$ cat src/rtl/store_byte_queue.sv
// Store queue that lane-positions byte/half/word/double stores into aligned
// memory words, optionally coalescing into the youngest entry, and drains in order.
module store_byte_queue #(
    parameter int DATA_W   = 32,
    parameter int DEPTH    = 4,
    parameter int MERGE_EN = 1
) (
    input  logic                      clk,
    input  logic                      reset,
    input  logic                      req_valid,
    output logic                      req_ready,
    input  logic [2:0]                req_op,
    input  logic [31:0]               req_addr,
    input  logic [DATA_W-1:0]         req_wdata,
    output logic                      mem_valid,
    input  logic                      mem_ready,
    output logic [31:0]               mem_addr,
    output logic [DATA_W/8-1:0]       mem_byteen,
    output logic [DATA_W-1:0]         mem_wdata,
    output logic                      align_err,
    output logic [$clog2(DEPTH):0]    count
);

    localparam int NB = DATA_W / 8;
    localparam int LW = $clog2(NB);
    localparam int PW = $clog2(DEPTH);
    localparam int CW = PW + 1;

    logic [31:0]       r_addr [DEPTH];
    logic [NB-1:0]     r_be   [DEPTH];
    logic [DATA_W-1:0] r_data [DEPTH];
    logic [PW-1:0]     r_head;
    logic [PW-1:0]     r_tail;
    logic [CW-1:0]     r_count;
    logic              r_align_err;

    logic [LW-1:0]     w_lane;
    logic [NB-1:0]     w_be;
    logic              w_ok;
    logic [DATA_W-1:0] w_mask;
    logic [DATA_W-1:0] w_data;
    logic [31:0]       w_addr_al;
    logic [PW-1:0]     w_young;
    logic              w_deq;
    logic              w_merge;
    logic              w_accept;
    logic              w_push;
    logic              w_mrg;

    always_comb begin
        w_lane = req_addr[LW-1:0];
        w_be   = '0;
        w_ok   = 1'b0;
        case (req_op)
            3'b010: begin
                w_be = NB'(1) << w_lane;
                w_ok = 1'b1;
            end
            3'b011: begin
                w_be = NB'(3) << w_lane;
                w_ok = ~req_addr[0];
            end
            3'b001: begin
                w_be = NB'(15) << w_lane;
                w_ok = (req_addr[1:0] == 2'b00);
            end
            3'b100: begin
                w_be = '1;
                w_ok = (DATA_W == 64) && (req_addr[2:0] == 3'b000);
            end
            default: ;
        endcase
    end

    // Disabled lanes are zeroed so a fresh entry carries no stale upper data.
    always_comb begin
        w_mask = '0;
        for (int i = 0; i < NB; i++) begin
            w_mask[8*i +: 8] = {8{w_be[i]}};
        end
    end

    assign w_data    = (req_wdata << {w_lane, 3'b000}) & w_mask;
    assign w_addr_al = {req_addr[31:LW], {LW{1'b0}}};
    assign w_young   = r_tail - PW'(1);

    assign mem_valid  = (r_count != '0);
    assign mem_addr   = r_addr[r_head];
    assign mem_byteen = r_be[r_head];
    assign mem_wdata  = r_data[r_head];
    assign align_err  = r_align_err;
    assign count      = r_count;

    assign w_deq   = mem_valid & mem_ready;
    assign w_merge = (MERGE_EN != 0) && (r_count != '0) &&
                     (w_addr_al == r_addr[w_young]) &&
                     !(w_deq && (w_young == r_head));

    assign req_ready = !reset || (r_count < CW'(DEPTH)) || w_merge;
    assign w_accept  = req_valid & req_ready;
    assign w_push    = w_accept & w_ok & ~w_merge;
    assign w_mrg     = w_accept & w_ok & w_merge;

    always_ff @(posedge clk or negedge reset) begin
        if (!reset) begin
            r_head      <= '0;
            r_tail      <= '0;
            r_count     <= '0;
            r_align_err <= 1'b0;
            for (int i = 0; i < DEPTH; i++) begin
                r_addr[i] <= '0;
                r_be[i]   <= '0;
                r_data[i] <= '0;
            end
        end else begin
            r_align_err <= w_accept & ~w_ok;
            if (w_push) begin
                r_addr[r_tail] <= w_addr_al;
                r_be[r_tail]   <= w_be;
                r_data[r_tail] <= w_data;
                r_tail         <= r_tail + PW'(1);
            end
            if (w_mrg) begin
                r_be[w_young]   <= r_be[w_young] | w_be;
                r_data[w_young] <= (r_data[w_young] & ~w_mask) | w_data;
            end
            if (w_deq) begin
                r_head <= r_head + PW'(1);
            end
            r_count <= r_count + CW'(w_push) - CW'(w_deq);
        end
    end

endmodule

$ cat config.mk
export PLATFORM = sky130hd
export DESIGN_NAME = store_byte_queue
export DESIGN_NICKNAME = d
export VERILOG_FILES = /design/src/rtl/store_byte_queue.sv
export SDC_FILE = /design/constraint.sdc
export NUM_CORES = 1
export LEC_CHECK = 0
export BUFFER_PORTS_ARGS = -buffer_cell sky130_fd_sc_hd__buf_2
export CAP_MARGIN = 10
export CORE_MARGIN = 3
export CORE_UTILIZATION = 45
export DETAILED_ROUTE_END_ITERATION = 7
export GPL_ROUTABILITY_DRIVEN = 1
export GPL_TIMING_DRIVEN = 0
export SLEW_MARGIN = 25
export SYNTH_ARGS = -nofsm -noshare
export SYNTH_HDL_FRONTEND = slang
export SYNTH_SLANG_ARGS = --single-unit
$ cat constraint.sdc
create_clock -name clk -period 4.8 [get_ports clk]
set_input_delay 0.96 -clock clk [delete_from_list [all_inputs] [get_ports clk]]
set_output_delay 0.96 -clock clk [all_outputs]
set_load 0.005 [all_outputs]
Word-level counts from Yosys, hierarchy flattened --
Cells that the tools add are included.
Word-level totals: bits in registers 280, logic and storage cells 102
Operators by class: add/subtract/negate cells 5, magnitude comparators 6, muxes and demuxes 37, equal/unequal tests 6, bitwise gates (word level) 17, reduce and logical (&&, ||, !) cells 11, shift-type cells 4
Operators by type and width (count):
- 128-bit bitwise mux | 3
- 32-bit 2-to-1 mux | 10
- 32-bit binary-select mux with 2-bit select | 4
- 128-bit 2-to-1 mux | 2
- 32-bit demux with 2-bit select | 2
- 32-bit AND | 2
- 16-bit bitwise mux | 2
- 32-bit equality test | 1
- 16-bit 2-to-1 mux | 2
- 32-bit NOT | 1
- 32-bit OR | 1
- 32-bit by 5-bit left shift with 32-bit output | 1
- 4-bit 2-to-1 mux | 6
- 4-bit binary-select mux with 2-bit select | 2
- 4-bit demux with 2-bit select | 2
- 4-bit one-hot mux with 4 select lines | 1
- 3-bit greater-or-equal comparator, second input constant | 3
- 2-bit NOT with 3-bit output | 3
- 1-bit AND | 6
- 3-bit by 2-bit equality test with 1-bit output, second input constant | 2
- 3-bit by 1-bit < comparator with 1-bit output, second input constant | 2
- 1-bit logical AND | 5
- 2-bit by 1-bit adder with 2-bit output, second input constant | 2
- 4-bit OR | 1
- other kinds (16) | 20

Longest topological paths before layout --
depth in word-level cells 15, depth in mapped cells 19, gate-level depth less buffers 14

Worst setup path before layout --
OpenSTA, ideal clock, no wires.
path type flip-flop to flip-flop, start point register r_tail[0], end point register r_count[2] (netlist: count[2]), path slack 0.518 ns, stages on the path, launching flop included 20, library setup time 0.125 ns, arrival 4.156 ns, path buffers 5, data required time 4.675 ns, cell sequence dfrtp_1 buf_4 buf_6 inv_1 ha_1 buf_2 buf_4 buf_4 mux2i_1 xor2_1 mux2i_1 nor4_1 nand3_1 nand3_1 ha_1 inv_1 ha_1 fa_1 xor2_1 xnor2_1
On the way: cells in the longest elaborated chain, start to end 14, elaborated cells between the ends (all ways) 18, those cells by class add/sub (3); eq/ne (2); mux (3); bitwise (5); reduce/logical (5)
RTL lines:
- from (decl) | line 33 | logic [PW-1:0] r_tail;
- from (signal assigned) | line 121 | r_tail <= r_tail + PW'(1);
- 2-bit by 1-bit subtractor with 2-bit output * | line 85 | assign w_young = r_tail - PW'(1);
- net w_young[0] | line 43 | logic [PW-1:0] w_young;
- 2-bit NOT with 3-bit output (implied by the code) | line 96 | (w_addr_al == r_addr[w_young]) &&
- 32-bit binary-select mux with 2-bit select | line 96
- 32-bit 2-to-1 mux (implied by the code) (2 in a row) | line 96
- 32-bit equality test | line 96
- 1-bit logical AND | line 95 | assign w_merge = (MERGE_EN != 0) && (r_count != '0) &&
- 1-bit logical AND * | line 96
- 1-bit logical OR | line 99 | assign req_ready = !reset || (r_count < CW'(DEPTH)) || w_merge;
- 1-bit AND | line 100 | assign w_accept = req_valid & req_ready;
- 1-bit AND | line 101 | assign w_push = w_accept & w_ok & ~w_merge;
- 1-bit AND * | line 101
- 3-bit by 1-bit adder with 3-bit output * | line 130 | r_count <= r_count + CW'(w_push) - CW'(w_deq);
- 3-bit by 1-bit subtractor with 3-bit output * | line 130
- to (signal assigned) | line 130
- to (decl) | line 34 | logic [CW-1:0] r_count;
The timed path passes the listed nets; every way through them passes the cells marked *. The select of a mux whose other input is x is not followed. A chain may end at the register's enable or synchronous reset.

Final worst setup path --
Same ends and word-level chain as after synthesis.

==> results.yml <==
grt:
  overflow: 0
  antenna_found_initial: 3
  gr-usage-all-layers_pct: 28.8
  grt_pass1_vias: 14700
  grt_pass1_wl_um: 90300
  grt_start_max_net_pins: 76
pwr:
  switchingPower_uw: 4550
  intPower_uw: 7690
  finalPower_uw: 12200
  seq_power_share_pct: 30.8
  irDropWorstVdd_mv: 0.394
  power_frac_clock_pct: 21.6
  sw_frac_of_total_pct: 37.2
  p_leak_uw: 0.00850
  pwr-share-comb_pct: 47.7
  power.density_nw_per_um2: 615
die:
  dieHeight_um: 200
  core_area_um2: 36900
  die_w_um: 200
  io_pins: 145
  die_area_um2: 40100
  rows: 70
  initial_core_util_pct: 46.1
synth:
  synth_most_common_cell: "dfrtp_1"
  synth_top_area_share_pct: 40.1
  ys_ff_latch: 272
  synth-seq-area-share_pct: 40.1
  syn-instance-count: 1539
  ys_top_cells_by_area: "dfrtp_1, mux4_2, o21ai_0"
  synth_area_leader_cell: "dfrtp_1"
  yosys_warnings: 0
  synthesis.area_um2: 17000
  synth-edff-count: 0
  ys_top_cells_by_count: "dfrtp_1, o21ai_0, nor2_1"
  ys.flop_type: "dfrtp_1"
  synth_cell_types: 48
  synthArstFlopShare_pct: 100
  synth.avg_cell_area_um2: 11.0
drt:
  avgViaCountPerCell: 6.38
  routed_wl_um: 58700
  route.detailed.drc: 0
  antenna_left: 0
  via_count: 14400
  drtPass1Iterations: 5
  drt_iter0_drc: 1740
  wire_per_inst_um: 26.0
timing:
  max_freq_mhz: 216
  slew_headroom_pct: 26.9
  tightest_slew_ns: 1.09
  finalHoldViolations: 0
  setup_slack_ns: 0.162
  rsz0062_at_grt: "false"
  setup_viol: 0
  layout_worst_path_cycle_share_pct: 96.6
  clock_skew_ns: 0.0159
  slew_viol_final: 0
  min_period_ns: 4.64
cells_and_area:
  fin_nets: 1811
  ff_latch_area_um2: 6810
  layout.core_utilization_pct: 53.9
  n_antenna_cell: 0
  fillers: 3196
  area_growth_pct: 17.1
  drive_gt1_share_pct: 30.8
  multi_input_area_um2: 9540
cts:
  clk_path_buf_depth: 3
  cts_tree: "done"
  htree_levels: 2
  cts_root_buf: "clkbuf_16"
  holdBufCountCts: 0
  numCtsBuffers: 34
  clk_latency_ns: 0.55
  cts.sinks: 272
  clkTransAtPathRegs_ns: 0.06
setup_path:
  r2r_start: "r_tail[0]"
  required_ns: 5.21
  crit_type: "register to register"
  start_kind: "register"
  worstPathMaxFanout: 10
  regToRegEndpoint: "count[2]"
  reg2reg_slack_ns: 0.16
  arrival_ns: 5.05
  reg2regPathDepth: 19
  cp-end-kind: "register"
worst_hold_path:
  hold_path_class: "input port to async pin"
placement:
  dpl.hpwl_um: 40300
  io_buffers: 141
  post-place-ws_ns: -0.916
  place_congestion: 0.955
job:
  cap_violations: 0
run_status:
  status: "complete, no violations"
flip-flops by register name, indices dropped and copies added, names as in the netlist:
register,flops
align_err,1
count,3
r_addr,120
r_be,16
r_data,128
r_head,2
r_tail,2
how the worst max path moves through the flow:
stage	slack (ns)	cells after the start	start	to
floorplan	0.52	19	r_tail[0]	count[2]
global placement	-4.44	7	reset	r_data[45]
detailed placement	-0.92	18	r_tail[0]	count[2]
CTS	0.02	14	r_tail[0]	req_ready
global route	0.04	19	r_tail[0]	count[2]
finish	0.16	19	r_tail[0]	count[2]
logic make-up (layout without fill, tap and decap cells):
logic type | after synthesis | count (layout) | synth area share (%)
multiplexers | 293 | 293 | 28.8
buffers and inverters | 188 | 403 | 4.91
AND/OR/NAND/NOR | 351 | 351 | 10.1
AO/OA/AOI/OAI | 382 | 382 | 13.2
other | 1 | 2 | 0.0221
adder cells (fa/ha/maj) | 10 | 10 | 0.781
flip-flops | 272 | 272 | 40.1
XOR/XNOR | 42 | 42 | 2.17
power groups by stage:
stage,clock (uW),sequential [uW],combinational (uW)
floorplan,0,3530,3830
global placement,0,3720,5350
detailed placement,0,3760,5430
CTS,2690,3740,5710
global route,2790,3860,6210
finish,2640,3760,5830
final cells by class:
cell class                 instances  share of cell area, %
multi-input combinational       1080                   48.0
timing repair buffer             154                   4.39
clock inverter                    14                  0.868
buffer                           148                   3.79
tap                              504                   3.17
inverter                          40                  0.774
clock buffer                      47                   4.82
sequential                       272                   34.2
cell usage in the layout, fill, tap and decap left out, drive strengths merged, types with 2 or more instances in the layout:
master,n
o31a,32
mux2,137
clkbuf,151
nand2,54
nand3,15
ha,9
or3,97
clkinv,7
and3,7
or2,3
bufinv,3
clkinvlp,2
buf,198
o21ai,184
xor2,17
xnor2,25
nand4,15
o22ai,6
a21oi,43
mux2i,29
nor4,3
mux4,127
nor2b,2
conb,2
o22a,4
and2,8
dfrtp,272
a2111oi,2
o211ai,8
o32a,4
a31oi,97
nor2,141
inv,42
timing repair:
action / CTS / global route
pin swaps: 2 / 4
gates resized for setup: 34 / 9
buffers inserted: 2 / 8
setup endpoints to repair: 270 / 78
worst max-delay path: stages, from the launching register on:
cell        delay [ns]
dfrtp_2           0.40
buf_12            0.12
buf_12            0.16
clkinvlp_4        0.12
ha_1              0.33
buf_12            0.16
buf_8             0.17
buf_8             0.18
mux4_2            0.31
xor2_1            0.58
nor4_4            0.12
nand3_2           0.16
buf_4             0.19
nand3_1           0.22
ha_1              0.36
inv_1             0.04
ha_1              0.19
fa_1              0.40
xor2_1            0.16
xnor2_1           0.12
per-layer routing:
metal | routed length, um | vias to the layer above | global-route usage [%]
met3 | 5320 | 140 | 6.00
met2 | 26500 | 799 | 43.1
met5 | 27 | - | 0
met4 | 2060 | 6 | 11.1
li1 | - | 6147 | -
met1 | 24800 | 7327 | 41.6
per-stage QoR:
| stage | hold WS (ns) | area, um2 | TNS (ns) | instances |
|---|---|---|---|---|
| after floorplan | 0.470 | 17000 | 0 | 1540 |
| after global placement | 0.483 | 18300 | -1756.79 | 2185 |
| after detailed placement | 0.507 | 18400 | -132.13 | 2188 |
| after CTS | 0.407 | 19800 | 0 | 2251 |
| after global routing | 0.437 | 19900 | 0 | 2259 |
| final | 0.377 | 19900 | 0 | 2259 |
Power figures use the tool's default switching activity.
